`src/rtl/latch373_ctl.sv`:
```
// latch373_ctl: sequences HOLD_N / OENB_N of a 74S373 latch bank used as a
// bus data holding register. A load opens the latch, waits for the data to
// settle, and acknowledges. A read enables the latch outputs for a fixed
// window and acknowledges in the final drive cycle.
//
// Optional feature macro: LATCH373_CTL_OVERWRITE_EN
//   defined     -> load_req while FULL overwrites the held data and sets the
//                  sticky overrun flag
//   not defined -> load_req while FULL stalls until the data is read, and
//                  overrun is tied low
module latch373_ctl #(
    parameter int unsigned OPEN_CYCLES   = 2,
    parameter int unsigned SETTLE_CYCLES = 1,
    parameter int unsigned DRIVE_CYCLES  = 2
) (
    input  logic clk,
    input  logic reset,
    input  logic load_req,
    output logic load_ack,
    input  logic rd_req,
    output logic rd_ack,
    output logic hold_n,
    output logic oenb_n,
    output logic full,
    output logic busy,
    output logic overrun
);

    // One shared down-counter, wide enough for the largest phase length.
    localparam int unsigned MAX_OS     = (OPEN_CYCLES > SETTLE_CYCLES) ? OPEN_CYCLES : SETTLE_CYCLES;
    localparam int unsigned MAX_CYCLES = (MAX_OS > DRIVE_CYCLES) ? MAX_OS : DRIVE_CYCLES;
    localparam int unsigned CNT_W      = (MAX_CYCLES < 2) ? 1 : $clog2(MAX_CYCLES + 1);

    localparam logic [CNT_W-1:0] OPEN_LD   = CNT_W'(OPEN_CYCLES);
    localparam logic [CNT_W-1:0] SETTLE_LD = CNT_W'(SETTLE_CYCLES);
    localparam logic [CNT_W-1:0] DRIVE_LD  = CNT_W'(DRIVE_CYCLES);
    localparam logic [CNT_W-1:0] CNT_ONE   = CNT_W'(1);
    localparam logic [CNT_W-1:0] CNT_TWO   = CNT_W'(2);

    typedef enum logic [2:0] {
        ST_IDLE,
        ST_OPEN,
        ST_SETTLE,
        ST_FULL,
        ST_DRIVE
    } state_t;

    state_t           state, state_nxt;
    logic [CNT_W-1:0] cnt, cnt_nxt;
    logic             hold_n_nxt;
    logic             oenb_n_nxt;
    logic             full_nxt;
    logic             load_ack_nxt;
    logic             rd_ack_nxt;
    logic             busy_nxt;
    logic             overrun_set;

    // Next-state, counter and next-output decode; every output is registered
    // below so nothing combinational reaches the pins.
    always_comb begin
        state_nxt    = state;
        cnt_nxt      = cnt;
        hold_n_nxt   = hold_n;
        oenb_n_nxt   = oenb_n;
        full_nxt     = full;
        load_ack_nxt = 1'b0;
        rd_ack_nxt   = 1'b0;
        overrun_set  = 1'b0;

        case (state)
            ST_IDLE: begin
                // Load wins when both requests are present; a lone read
                // stalls here because there is nothing to drive yet.
                if (load_req) begin
                    state_nxt  = ST_OPEN;
                    cnt_nxt    = OPEN_LD;
                    hold_n_nxt = 1'b1;
                end
            end

            ST_OPEN: begin
                if (cnt == CNT_ONE) begin
                    state_nxt  = ST_SETTLE;
                    cnt_nxt    = SETTLE_LD;
                    hold_n_nxt = 1'b0;
                end else begin
                    cnt_nxt = cnt - CNT_ONE;
                end
            end

            ST_SETTLE: begin
                if (cnt == CNT_ONE) begin
                    state_nxt    = ST_FULL;
                    full_nxt     = 1'b1;
                    load_ack_nxt = 1'b1;
                end else begin
                    cnt_nxt = cnt - CNT_ONE;
                end
            end

            ST_FULL: begin
                if (rd_req) begin
                    state_nxt  = ST_DRIVE;
                    cnt_nxt    = DRIVE_LD;
                    oenb_n_nxt = 1'b0;
                    // A one-cycle drive window acks in its only cycle.
                    rd_ack_nxt = (DRIVE_CYCLES == 1);
                end
`ifdef LATCH373_CTL_OVERWRITE_EN
                else if (load_req) begin
                    // Overwrite: full stays set while the latch reopens.
                    state_nxt   = ST_OPEN;
                    cnt_nxt     = OPEN_LD;
                    hold_n_nxt  = 1'b1;
                    overrun_set = 1'b1;
                end
`endif
            end

            ST_DRIVE: begin
                if (cnt == CNT_ONE) begin
                    state_nxt  = ST_IDLE;
                    oenb_n_nxt = 1'b1;
                    full_nxt   = 1'b0;
                end else begin
                    cnt_nxt = cnt - CNT_ONE;
                    // rd_ack is registered, so raise it one edge early to
                    // land in the final drive cycle.
                    rd_ack_nxt = (DRIVE_CYCLES >= 2) && (cnt == CNT_TWO);
                end
            end

            default: begin
                state_nxt  = ST_IDLE;
                hold_n_nxt = 1'b0;
                oenb_n_nxt = 1'b1;
                full_nxt   = 1'b0;
            end
        endcase

        busy_nxt = (state_nxt != ST_IDLE) && (state_nxt != ST_FULL);
    end

    // State, counter and output registers with asynchronous reset to a safe
    // latch configuration (holding, outputs disabled).
    always_ff @(posedge clk or posedge reset) begin
        if (reset) begin
            state    <= ST_IDLE;
            cnt      <= '0;
            hold_n   <= 1'b0;
            oenb_n   <= 1'b1;
            full     <= 1'b0;
            load_ack <= 1'b0;
            rd_ack   <= 1'b0;
            busy     <= 1'b0;
        end else begin
            state    <= state_nxt;
            cnt      <= cnt_nxt;
            hold_n   <= hold_n_nxt;
            oenb_n   <= oenb_n_nxt;
            full     <= full_nxt;
            load_ack <= load_ack_nxt;
            rd_ack   <= rd_ack_nxt;
            busy     <= busy_nxt;
        end
    end

`ifdef LATCH373_CTL_OVERWRITE_EN
    // Sticky overwrite flag, cleared only by reset.
    always_ff @(posedge clk or posedge reset) begin
        if (reset) begin
            overrun <= 1'b0;
        end else if (overrun_set) begin
            overrun <= 1'b1;
        end
    end
`else
    assign overrun = 1'b0;

    // overrun_set can never assert without the overwrite feature.
    logic unused_ok;
    assign unused_ok = overrun_set;
`endif

endmodule

```
`config.mk`:
```
export PLATFORM = sky130hd
export DESIGN_NAME = latch373_ctl
export DESIGN_NICKNAME = d
export VERILOG_FILES = /design/src/rtl/latch373_ctl.sv
export SDC_FILE = /design/constraint.sdc
export NUM_CORES = 1
export LEC_CHECK = 0
export CAP_MARGIN = 20
export CORE_MARGIN = 4
export CORE_UTILIZATION = 30
export CTS_CLUSTER_DIAMETER = 50
export DETAILED_ROUTE_END_ITERATION = 10
export GPL_TIMING_DRIVEN = 0
export SETUP_SLACK_MARGIN = 0.02
export SYNTH_ARGS = -nofsm -noshare
export SYNTH_HDL_FRONTEND = slang
export SYNTH_SLANG_ARGS = --single-unit
```
`constraint.sdc`:
```
create_clock -name clk -period 4 [get_ports clk]
set_clock_uncertainty 0.1 [all_clocks]
set_input_delay 0.8 -clock clk [delete_from_list [all_inputs] [get_ports clk]]
set_output_delay 0.8 -clock clk [all_outputs]
set_load 0.03 [all_outputs]
```
==> run metrics, run 1 <==
clock tree sinks=11; Hold Path End=full; pin count of the biggest net entering global routing=12; design area=roughly 770 sq um; Layout fillers=roughly 220; DP HPWL=902 um; Req. time, crit path=3.10 ns; combinational fraction of design power=0.531; Port-buffer cells=9; Placement Setup Slack=between 1.5 and 2 ns; Placed Cells=98; reg2reg start=cnt[1]; vias in the first global route=461; area delta synth->final=24.34%; mapped cell area=around 620 sq um; Post-synth EDFFs=0; initial core utilization=0.3144; final antenna-violating net count=0; CP arrival=roughly 1.5 ns; R2R setup slack=between 2 and 2.5 ns; CTS H-tree lvls=1; Die W=53.35 um; cells along the critical path=clkdlybuf4s50_1; Design Power=roughly 0.00055 W; Routed WL per cell=12.22 um; Worst Path Max Fanout=3; final net count=83; drt total wl=~1200 um; async set-reset flop share out of synthesis=1.000; Area contributors post-synth=dfrtp_1 (41%), ha_1 (6.1%), dfstp_2 (4.3%); clk slew on worst S/H paths=approximately 0.07 ns; vias per cell=roughly 4.8; maxcap violations=0; RSZ-0062 raised after global routing=false; maximum clock path buffer count=2; Internal Power=0.0003232 W; layout cells sized above 1=0.1867; Avg Cell Area, Syn=a little under 10 sq um; most common cell in the synthesized netlist=dfrtp_1; Sequential Area=roughly 280 sq um; post-synth top area share=0.4057; Seq pwr share=0.329; GRT overflow=0; Resized cells post-CTS=0; worst setup margin=1.599 ns; final setup fails=0; status=finished clean; drt first pass iters=4; Ys Warns=0; post-route minimum period=2.401 ns; CTS tree=yes; Seq cells post-synth=11; Max Clk Rate=~420 MHz; Num CTS Buffers=3; P_sw=roughly 0.00023 W; Syn Inst Count=62; Bufs and invs on worst path=1; area of the core=around 2000 sq um; clock share of power=0.140; placed cell areas=740.7 sq um; Post-CTS Setup Repair Bufs=0; Min-Delay Path Class=register to register; RePlAce Congestion=about 0.73; # IOs=11; largest area contributor in the netlist=dfrtp_1; PD cells=between 700 and 800 nW/um^2; initial antenna violation count=0; maximum vdd drop=about 0.28 mV; Die ar.=approximately 2800 sq um; critical path class=register to output pin; Mapped Nets=69; Period Utilization, post-route=0.6001; hold path start=full; Hold Path Depth=1; gr usage total=0.1107; Core Rows=16; Yosys cell types=32; switching fraction of total power=0.4167; critical path startpoint category=register; Iteration-0 DRC Markers=16; Slowest Stage Delay on Critical Path=roughly 0.67 ns; Crit. End Element=output pin; clock latency on the worst-skew pair=about 0.27 ns; final cell count without fillers=~100; Static Leak=~0.34 nW; root buffer cell=clkbuf_4; Slowest cell on crit path=clkdlybuf4s50_1; final hold viol count=0; first-pass GRT wire length=about 2200 um; hold_buf cts=0; setup TNS=0 ns; diode count=0; CP delay by family, top=buffers and inverters; Vias=a little under 500; Die Y-Extent=~53 um; synth cell count leaders=dfrtp_1 (10), inv_1 (6), nor2_1 (5); Reg2Reg Depth=5; drt drc=0; multi-input combinational cell area=~290 sq um; Primary FF master, synth=dfrtp_1; Slew Viols, Final=0; share of the yosys chip area belonging to registers=0.4483; reg2reg end=cnt[0]
[logic make-up (layout without fill, tap and decap cells)]
group	Yosys count	after routing	synth area share
DFF	11	11	0.4483
muxes	2	2	0.04056
other	1	1	0.006079
xor gates and xnor gates	1	1	0.01420
adders and majority gates	3	3	0.06086
and+or+nand+nor	18	18	0.1663
AOI/OAI and AO/OA	15	15	0.1745
buffers and inverters	11	24	0.08924
[layer usage]
metal	up-vias	global-route usage	share of wire	routed length, um
met3	3	0.04225	0.077	96
met4	0	0.05106	0.014	17
li1	239	-	-	-
met5	-	0	0	0
met1	225	0.1436	0.48	598
met2	18	0.1592	0.43	535
[worst reg2reg max path: stages, from the launching register on]
cell     delay [ns]
dfrtp_1        0.40
inv_1          0.08
ha_1           0.29
nor3_2         0.10
nor3_2         0.33
mux2_4         0.33
[cell usage in the layout (no fill, tap or decap), drive strengths merged]
cell type,n
nand2b,3
or3,1
a21oi,4
nand3,1
o32ai,1
dfrtp,10
inv,7
o21bai,1
nor2,5
a211o,1
ha,3
o41ai,1
and3,1
clkdlybuf4s50,9
mux2,1
a21o,1
a311oi,1
buf,4
a211oi,2
clkbuf,4
mux2i,1
o211ai,1
nor3,3
nor2b,1
dfstp,1
conb,1
o31ai,2
xnor2,1
nand2,3
[power by group through the flow]
stage	registers, W	clock network [W]	logic [W]
floorplan	0.000206	0	0.000198
global placement	0.000183	0	0.000289
detailed placement	0.000185	0	0.000293
CTS	0.000182	0.0000812	0.000295
global route	0.000188	0.0000866	0.000331
finish	0.000182	0.0000777	0.000294
[sequential cells by signal, summed over array words and instances (netlist names)]
| name | count |
|---|---|
| cnt | 2 |
| state | 3 |
| load_ack | 1 |
| hold_n | 1 |
| full | 1 |
| busy | 1 |
| rd_ack | 1 |
| oenb_n | 1 |
[worst max-delay path by stage]
| stage | cells after the start | startpoint | endpoint |
|---|---|---|---|
| 2_1_floorplan | 4 | load_req | cnt[0] |
| 3_3_place_gp | 5 | rd_req | cnt[0] |
| 3_5_place_dp | 5 | rd_req | cnt[0] |
| 4_1_cts | 1 | oenb_n | oenb_n |
| 5_1_grt | 1 | oenb_n | oenb_n |
| 6_report | 1 | oenb_n | oenb_n |
[area by class of cell]
type | instances | area share
Buffer | 4 | 0.03752
Clock buffer | 4 | 0.03426
Timing Repair Buffer | 9 | 0.1175
Sequential cell | 11 | 0.3605
Inverter | 7 | 0.03426
Multi-Input combinational cell | 40 | 0.3719
Tap cell | 27 | 0.04405
[stage by stage]
| stage | utilization | hold WS, ns |
|---|---|---|
| 3_3_place_gp | 0.3776 | 0.3655 |
| 3_5_place_dp | 0.3776 | 0.3696 |
| 5_1_grt | 0.3909 | 0.4068 |
| 4_1_cts | 0.3909 | 0.3868 |
| 6_report | 0.3909 | 0.3880 |
| 2_1_floorplan | - | 0.4336 |
(Power assumes the default switching activity.)
==> inputs of run 2 (changes only) <==
==> constraint.sdc (replaced) <==
create_clock -name clk -period 2.2 [get_ports clk]
set_clock_uncertainty 0.1 [all_clocks]
set_input_delay 0.44 -clock clk [delete_from_list [all_inputs] [get_ports clk]]
set_output_delay 0.44 -clock clk [all_outputs]
set_load 0.03 [all_outputs]
==> results of run 2 <==
Same layout as run 1 (identical final DEF). Status: finished clean.
Main changes from that run: setup slack after placement 1.686 ns -> 0.2462 ns; setup slack after layout 1.599 ns -> 0.1595 ns; hold slack 0.3880 ns -> 0.3566 ns; register-to-register setup slack 2.26 ns -> 0.46 ns; total power 0.0005541 W -> 0.001007 W; worst IR drop on VDD 0.2788 mV -> 0.5069 mV
==> inputs of run 3 (changes only) <==
--- a/config.mk
+++ b/config.mk
@@ -11,6 +11,7 @@
 export CTS_CLUSTER_DIAMETER = 50
 export DETAILED_ROUTE_END_ITERATION = 10
 export GPL_TIMING_DRIVEN = 0
+export REMOVE_ABC_BUFFERS = 1
 export SETUP_SLACK_MARGIN = 0.02
 export SYNTH_ARGS = -nofsm -noshare
 export SYNTH_HDL_FRONTEND = slang
==> run 3 against run 2 <==
Against the previous run:
- sequential power rose by 18%
- total power is 3.9% lower
- routed wire length decreased by 7.1%
- largest cell class unchanged
- critical path type unchanged
- critical path depth is the same
- first-iteration DRC count decreased by 50%
- combinational power down 19%
- highest routed layer unchanged
- critical endpoint unchanged
- clock power hardly changed
- count of clock-buffer cells in the layout unchanged
==> run metrics, run 3 (synthesis results as in run 1) <==
Internal Power=0.0005590 W (was 0.0005877 W); Iteration-0 DRC Markers=8 (was 16); Min-Delay Path Class=input pin to async pin (unchanged); maximum clock path buffer count=2 (unchanged); final net count=79 (was 83); pin count of the biggest net entering global routing=15 (was 12); # IOs=11 (unchanged); Die ar.=2846 sq um (unchanged); multi-input combinational cell area=285.3 sq um (unchanged); worst setup margin=0.1712 ns (was 0.1595 ns); Routed WL per cell=11.81 um (was 12.22 um); Reg2Reg Depth=4 (was 5); setup TNS=0 ns (unchanged); reg2reg end=cnt[0] (unchanged); status=finished clean (unchanged); area of the core=1962 sq um (unchanged); final hold viol count=0 (unchanged); Worst Path Max Fanout=3 (unchanged); Max Clk Rate=492.9 MHz (was 490.1 MHz); first-pass GRT wire length=2042 um (was 2194 um); reg2reg start=state[1] (was cnt[1]); Crit. Startpoint=oenb_n (unchanged); Sequential Area=276.5 sq um (unchanged); Seq pwr share=0.402 (was 0.329); drt first pass iters=4 (unchanged); R2R setup slack=0.44 ns (was 0.46 ns); initial core utilization=0.3144 (unchanged); maximum vdd drop=0.5062 mV (was 0.5069 mV); critical path class=register to output pin (unchanged); Die Y-Extent=53.35 um (unchanged); Period Utilization, post-route=0.9222 (was 0.9275); clk slew on worst S/H paths=0.08 ns (was 0.07 ns); final antenna-violating net count=0 (unchanged); switching fraction of total power=0.4227 (was 0.4167); RePlAce Congestion=0.7743 (was 0.7346); final setup fails=0 (unchanged); Biggest register=state (unchanged); clock share of power=0.149 (was 0.140); Crit. End Element=output pin (unchanged); post-route minimum period=2.029 ns (was 2.041 ns); Vias=448 (was 485); root buffer cell=clkbuf_4 (unchanged); vias in the first global route=454 (was 461); P_sw=0.0004094 W (was 0.0004198 W); Post-CTS Setup Repair Bufs=0 (unchanged); Num CTS Buffers=3 (unchanged); Slowest cell on crit path=clkdlybuf4s50_1 (unchanged); initial antenna violation count=0 (unchanged); CTS H-tree lvls=1 (unchanged); Resized cells post-CTS=0 (unchanged); Placement Setup Slack=0.2547 ns (was 0.2462 ns); Req. time, crit path=1.66 ns (about the same); combinational fraction of design power=0.449 (was 0.531); layout cells sized above 1=0.1408 (was 0.1867); Bufs and invs on worst path=1 (unchanged); Largest regs=state (3), cnt (2) (unchanged); critical path startpoint category=register (unchanged); clock latency on the worst-skew pair=0.27 ns (about the same); CP delay by family, top=buffers and inverters (unchanged); clock tree sinks=11 (unchanged); area delta synth->final=19.68% (was 24.34%); CTS tree=yes (unchanged); maxcap violations=0 (unchanged); CP arrival=1.49 ns (was 1.50 ns); diode count=0 (unchanged); hold_buf cts=0 (unchanged); Worst path depth=1 (unchanged); drt total wl=1157 um (was 1246 um); Die W=53.35 um (unchanged); drt drc=0 (unchanged); Static Leak=0.3170 nW (was 0.3390 nW); gr usage total=0.1033 (was 0.1107); Layout fillers=219 (was 222); Placed Cells=94 (was 98); DP HPWL=821.1 um (was 902 um); commonest non-fill, non-tap cells in the layout=dfrtp_1 (10), clkdlybuf4s50_1 (9), inv_1 (6) (unchanged); vias per cell=4.571 (was 4.755); commonest non-fill, non-tap cell in the layout=dfrtp_1 (unchanged); Largest register FFs=3 (unchanged); PD cells=1312 nW/um^2 (was 1314 nW/um^2); Slew Viols, Final=0 (unchanged); Port-buffer cells=9 (unchanged); RSZ-0062 raised after global routing=false (unchanged); Slowest Stage Delay on Critical Path=0.67 ns (about the same); final cell count without fillers=98 (was 102); GRT overflow=0 (unchanged); cells along the critical path=clkdlybuf4s50_1 (unchanged); Core Rows=16 (unchanged); crit path capture=oenb_n (unchanged)
## run 3: worst min path at each step
stage / start / endpoint / slack, ns / depth (start not counted)
after floorplan: reset / busy / 0.19 / 1
after global placement: full / full / 0.36 / 1
after detailed placement: full / full / 0.36 / 1
after CTS: reset / state[2] / 0.37 / 2
after global routing: reset / state[2] / 0.42 / 2
final: reset / state[2] / 0.35 / 2
## run 3: power groups by stage
stage	sequential (W)	clock [W]	combinational, W
4_1_cts	0.000387	0.000148	0.000442
6_report	0.000389	0.000144	0.000435
5_1_grt	0.000410	0.000152	0.000495
2_1_floorplan	0.000415	0	0.000287
3_5_place_dp	0.000391	0	0.000441
3_3_place_gp	0.000388	0	0.000432
## run 3: metal layers
| layer | global-route usage | vias to the layer above | part of all wire |
|---|---|---|---|
| li1 | - | 230 | - |
| met1 | 0.1325 | 206 | 0.48 |
| met2 | 0.1408 | 10 | 0.45 |
| met3 | 0.04225 | 2 | 0.049 |
| met4 | 0.06383 | 0 | 0.022 |
| met5 | 0 | - | 0 |
## run 3: worst reg2reg max path, cell delays in order, from the launching register on
cell,delay [ns]
dfrtp_1,0.64
nand2b_2,0.23
nor3_2,0.05
nor3_2,0.30
mux2_4,0.33
## run 3: layout make-up
type / count / area share
Timing Repair Buffer: 9 / 0.1220
Tap cell: 27 / 0.04576
Clock buffer: 4 / 0.03559
Multi-Input combinational cell: 40 / 0.3864
Sequential cell: 11 / 0.3746
Inverter: 7 / 0.03559
## run 3: per-stage QoR
step	instance area [sq um]	hold slack [ns]	util	power [W]
after floorplan	588.1	0.1917	-	0.0007021
after global placement	711.9	0.3604	0.3629	0.0008199
after detailed placement	711.9	0.3647	0.3629	0.0008327
after CTS	738.2	0.3693	0.3763	0.0009768
after global routing	738.2	0.4210	0.3763	0.001057
final	738.2	0.3516	0.3763	0.0009683
